[config.mk]
export PLATFORM = sky130hd
export DESIGN_NAME = nd_loop_counter
export DESIGN_NICKNAME = d
export VERILOG_FILES = /design/src/rtl/nd_loop_counter.sv
export SDC_FILE = /design/constraint.sdc
export NUM_CORES = 1
export LEC_CHECK = 0
export BUFFER_PORTS_ARGS = -buffer_cell sky130_fd_sc_hd__buf_2
export CORE_UTILIZATION = 54
export CTS_CLUSTER_SIZE = 8
export DETAILED_ROUTE_END_ITERATION = 12
export GPL_TIMING_DRIVEN = 0
export PLACE_DENSITY = 0.8
export SETUP_SLACK_MARGIN = 0.02
export SKIP_CTS_REPAIR_TIMING = 1
export SYNTH_ARGS = -nofsm -noshare
export SYNTH_HDL_FRONTEND = slang
export SYNTH_SLANG_ARGS = --single-unit
[constraint.sdc]
create_clock -name aclk -period 2.65 [get_ports aclk]
set_input_delay 0.1325 -clock aclk [delete_from_list [all_inputs] [get_ports aclk]]
set_output_delay 0.1325 -clock aclk [all_outputs]
set_load 0.03 [all_outputs]
[src/rtl/nd_loop_counter.sv]
// Nested-loop iteration counter: DIMS dimensions (dim 0 innermost), inclusive maxima,
// start/busy/done handshake with single-shot or continuous sweeps and per-level last flags.
module nd_loop_counter #(
  parameter int SIZE = 12,
  parameter int DIMS = 3
) (
  input  logic                 aclk,
  input  logic                 aresetn,
  input  logic                 clr,
  input  logic                 start,
  input  logic                 en,
  input  logic                 cont,
  input  logic [DIMS*SIZE-1:0] max_flat,
  output logic [DIMS*SIZE-1:0] count_flat,
  output logic [DIMS-1:0]      last,
  output logic                 busy,
  output logic                 done
);

  typedef enum logic {IDLE = 1'b0, RUN = 1'b1} state_t;

  localparam logic [SIZE-1:0] ONE = {{(SIZE-1){1'b0}}, 1'b1};

  state_t                r_state;
  logic [DIMS*SIZE-1:0]  r_count;
  logic [DIMS*SIZE-1:0]  r_max;
  logic                  r_cont;
  logic                  r_done;

  logic [DIMS*SIZE-1:0]  w_count_nxt;
  logic [DIMS-1:0]       w_prefix;
  logic                  w_carry;
  logic                  w_atmax;
  logic                  w_final;

  // w_carry entering dim i means dims 0..i-1 are all at max, so dim i steps this beat.
  always_comb begin
    w_count_nxt = r_count;
    w_prefix    = '0;
    w_carry     = 1'b1;
    w_atmax     = 1'b0;
    for (int i = 0; i < DIMS; i++) begin
      w_atmax = (r_count[i*SIZE +: SIZE] == r_max[i*SIZE +: SIZE]);
      if (w_carry) begin
        w_count_nxt[i*SIZE +: SIZE] = w_atmax ? '0 : (r_count[i*SIZE +: SIZE] + ONE);
      end
      w_carry     = w_carry & w_atmax;
      w_prefix[i] = w_carry;
    end
  end

  assign w_final    = w_prefix[DIMS-1];
  assign last       = {DIMS{(r_state == RUN) & ~clr}} & w_prefix;
  assign count_flat = r_count;
  assign busy       = (r_state == RUN);
  assign done       = r_done;

  always_ff @(posedge aclk) begin
    if (!aresetn) begin
      r_state <= IDLE;
      r_count <= '0;
      r_max   <= '0;
      r_cont  <= 1'b0;
      r_done  <= 1'b0;
    end else if (clr) begin
      r_state <= IDLE;
      r_count <= '0;
      r_done  <= 1'b0;
    end else begin
      r_done <= 1'b0;
      case (r_state)
        IDLE: begin
          if (start) begin
            r_max   <= max_flat;
            r_cont  <= cont;
            r_count <= '0;
            r_state <= RUN;
          end
        end
        RUN: begin
          if (en) begin
            // The final beat wraps every dimension back to zero through w_count_nxt.
            r_count <= w_count_nxt;
            if (w_final) begin
              r_done <= 1'b1;
              if (!r_cont) r_state <= IDLE;
            end
          end
        end
        default: r_state <= IDLE;
      endcase
    end
  end

endmodule
; ---- Word-level counts from Yosys, hierarchy flattened
; Cells that the tools add are included.
[word_totals]
regBits = 75
[op_classes]
addsub = 3
eq_ne = 7
n_mux = 14
bitwise = 8
n_reduce_logical = 6
[ops]
columns = op, count
row1 = $mux 36, 2
row2 = $pmux 36 s2, 1
row3 = $mux 12, 5
row4 = $add 12x1->12 const B, 3
row5 = $eq 12x12->1, 3
row6 = $reduce_and 3->1, 3
row7 = $mux 1, 5
row8 = $ne 2x1->1 const B, 2
row9 = $ne 2x2->1 const B, 2
row10 = $not 1->1, 4
row11 = $reduce_or 4->1, 1
row12 = $and 1x1->1, 3
row13 = $and 3x3->3, 1
row14 = $pmux 1 s2, 1
row15 = $reduce_and 2->1, 1
row16 = $reduce_or 2->1, 1

; ---- Logic depth before layout (Yosys ltp)
[logic_depth]
depth_word = 6
ltp_mapped = 9
ltp_nobuf = 7

; ---- Least setup slack after synthesis
; No wires, ideal clock.
[synth_path]
path_type = flip-flop to output port
from = register r_count[18], in the netlist count_flat[18]
to = output last[2]
arrival_time_ns = 2.220
t_required_ns = 2.518
setup_slack_ns = 0.297
path_stages_with_launch = 6
path_buffers = 0
cell_sequence = dfxtp_1 > xor2_1 > nor4_2 > or3b_4 > or3_4 > nor2_1
[synth_between]
elab_chain_len = 4
[synth_lines]
columns = element, line_no
row1 = start: declaration, 25  ; logic [DIMS*SIZE-1:0] r_count;
row2 = start signal: assignment, 83  ; r_count <= w_count_nxt;
row3 = $eq 12x12->1, 43  ; w_atmax = (r_count[i*SIZE +: SIZE] == r_max[i*SIZE +: SIZE]);
row4 = $and 1x1->1 (2 in a row), 47  ; w_carry = w_carry & w_atmax;
row5 = $and 3x3->3, 53  ; assign last = {DIMS{(r_state == RUN) & ~clr}} & w_prefix;
row6 = end: declaration, 15  ; output logic [DIMS-1:0] last,
; Every way passes these cells.

; ---- Worst setup path in the final report
[layout_path]
from = register r_count[2], in the netlist count_flat[2]
to = output last[2]
; Same word-level chain as after synthesis.

==> flow_summary.yaml <==
critical_path:
  r2r_start: "count_flat[2]"
  crit_chain: "buf_4, xnor2_1, nand4_1, or3_1, clkbuf_4, or3_4, nor2_4, buf_6"
  timing.rr.end: "count_flat[8]"
  r2r_slack_ns: 0.25
  endpoint_kind: "output port"
  cp-startpoint: "count_flat[2]"
  slowest_delay_ns: 0.40
  path_max_fanout: 6
  r2r_cells: 8
  crit_arrival_ns: 2.43
  crit_end: "last[2]"
  cp-start-kind: "register"
  critical_path_class: "reg -> out"
  crit_slowest_cell: "or3_1"
  cp.required_ns: 2.52
die:
  die_w_um: 83.7
  core.rowCount: 29
  initial_core_util_pct: 56.4
  ios: 83
  die_h_um: 83.7
  coreArea_um2: 6390
  die_area_um2: 7000
logic_synthesis:
  synthTopCellsByArea: "dfxtp_1 (42%), xnor2_1 (9.7%), nand2_1 (9.4%)"
  synth_common_cells: "nand2_1 (90), dfxtp_1 (75), xnor2_1 (40)"
  ys_async_sr_fraction_pct: 0
  synthFlopType: "dfxtp_1"
  syn_nets: 476
  yosys.area.top_type: "dfxtp_1"
  synth-warning-count: 0
  ys_seq_elements: 75
  synth_area_per_cell_um2: 8.36
  syn_inst: 431
  yosysTopAreaCellShare_pct: 41.7
  synth-edff-count: 0
  seq_area_frac_synth_pct: 41.7
  netlist_area_um2: 3600
  yosysUniqueCellTypes: 35
  yosysMostFrequentCell: "nand2_1"
timing:
  skew_ns: 0.00707
  fmax_ghz: 0.390
  rsz0062_at_grt: "false"
  slew_headroom_pct: 41.4
  report.final.slew_viol_count: 0
  post-route-min-period_ns: 2.57
  period_share_pct: 96.8
  post-route-worst-setup-slack_ns: 0.0843
  worst_pin_slew_ns: 0.855
  hold_violations: 0
  setup_violations: 0
  setup_tns_ns: 0
pwr:
  pwr-share-comb_pct: 9.9
  power_density_nw_per_um2: 573
  swShare_pct: 23.9
  clkPwrFrac_pct: 43.3
  seqPwrFrac_pct: 46.9
  p_leak_uw: 0.00171
  internal_power_uw: 1910
  vdd_drop_max_uv: 410
  p_sw_uw: 599
routing:
  firstDrtPassIters: 4
  drt_wl_total_um: 8390
  ant_nets: 0
  met3WireLength_um: 392
  drt_iter0_drc: 86
  wire_per_inst_um: 13.8
  drc: 0
  top_layer_used: "met4"
  wl_met1_um: 3790
  vias: 3272
  viasPerCell: 5.40
  route.met2.wl_um: 4010
cts:
  cts_tree: "built"
  cts_made_buffers: 9
  cts_max_level: 3
  cts_root_buf: "clkbuf_8"
  clockBufferDepth: 2
  cts.reportedPaths.clkPinSlew_ns: 0.08
  cts_sinks: 75
  clock_latency_ns: 0.35
hold_path:
  holdPathStages: 3
  hold_path.class: "in -> reg"
global_route:
  grt_pass1_wl_um: 14000
  overflow: 0
  grt_util_all_layers_pct: 24.7
  antenna_found_initial: 0
  grt_pass1_vias: 3112
  grt_max_degree: 14
final_layout:
  post-route-util_pct: 68.6
  fillers: 534
  area_delta_synth_final_pct: 21.6
  antenna_cells: 0
  final_net_count: 569
  drive_gt1_share_pct: 22.7
  finalNonFillerCells: 606
place:
  place_ws_ns: 0.306
  routabilityCongestion: 0.823
  port_buffers: 82
  hpwl_um: 6340
  dp.cells: 590
run:
  maxCapViolations: 0
status:
  outcome: "finished, final reports clean"
-- critical path: cells and delay by family (launching register included) --
family / cells / cell delay (ns)
AND/OR/NAND/NOR: 4 / 1.10
flip-flops: 1 / 0.34
XOR/XNOR: 1 / 0.18
buffers and inverters: 3 / 0.47
-- sequential cells by signal, summed over array words and instances (netlist names) --
register and cells:
r_max 36, busy 1, r_cont 1, done 1, count_flat 36
-- worst min-delay path by stage --
stage,startpoint,end,slack [ns]
after floorplan,cont,r_cont,0.28
after global placement,max_flat[5],r_max[5],0.39
after detailed placement,max_flat[2],r_max[2],0.39
after CTS,max_flat[2],r_max[2],0.02
after global routing,max_flat[2],r_max[2],0.02
final,max_flat[2],r_max[2],0.02
-- power by group through the flow --
stage | logic, uW | clock network [uW] | registers (uW)
floorplan | 164 | 0 | 1200
global placement | 238 | 0 | 1200
detailed placement | 243 | 0 | 1200
CTS | 244 | 1090 | 1180
global route | 276 | 1150 | 1180
finish | 248 | 1090 | 1180
-- area by class of cell --
cell class,instances,area [um2],share of cell area [%]
clock buffer,10,138,3.14
clock inverter,6,111,2.54
tap,77,96.3,2.20
inverter,2,7.51,0.171
timing repair buffer,82,417,9.51
sequential,75,1510,34.4
multi-input combinational,330,2000,45.6
buffer,24,106,2.43
-- routing by layer --
layer / vias up / track usage [%]
met5: - / 0
met4: 0 / 10.9
met3: 17 / 4.06
met2: 91 / 41.2
met1: 1514 / 31.3
li1: 1650 / -
-- placed cells by master (no fill, tap or decap), drive strengths merged, types with 3 or more instances in the layout --
| cell type | instances |
|---|---|
| xor2 | 17 |
| ha | 3 |
| a31oi | 5 |
| nor2 | 36 |
| clkbuf | 26 |
| inv | 3 |
| and2 | 4 |
| dfxtp | 75 |
| o2111ai | 4 |
| a21boi | 37 |
| or3 | 5 |
| and3 | 7 |
| bufinv | 3 |
| nand3 | 14 |
| nand4 | 12 |
| o211ai | 10 |
| o31ai | 7 |
| o21ai | 6 |
| a21oi | 5 |
| nand2 | 90 |
| xnor2 | 40 |
| nor2b | 5 |
| buf | 90 |
| nand2b | 7 |
| nor3 | 8 |
-- metrics by stage --
| stage | power (uW) | hold WS [ns] | area, um2 |
|---|---|---|---|
| finish | 2510 | 0.0243 | 4380 |
| global route | 2610 | 0.0190 | 4380 |
| CTS | 2510 | 0.0214 | 4360 |
| detailed placement | 1450 | 0.391 | 4110 |
| global placement | 1440 | 0.385 | 4110 |
| floorplan | 1370 | 0.277 | 3600 |
-- logic make-up (layout without fill, tap and decap cells) --
family,count (synthesis),in the layout,share of synthesized area [%]
AND/OR/NAND/NOR,194,194,25.2
flip-flops,75,75,41.7
AO/OA/AOI/OAI,74,74,14.6
XOR/XNOR,57,57,13.9
buffers and inverters,26,124,3.02
adder cells (fa/ha/maj),3,3,1.04
multiplexers,2,2,0.556
(Power assumes the default switching activity.)
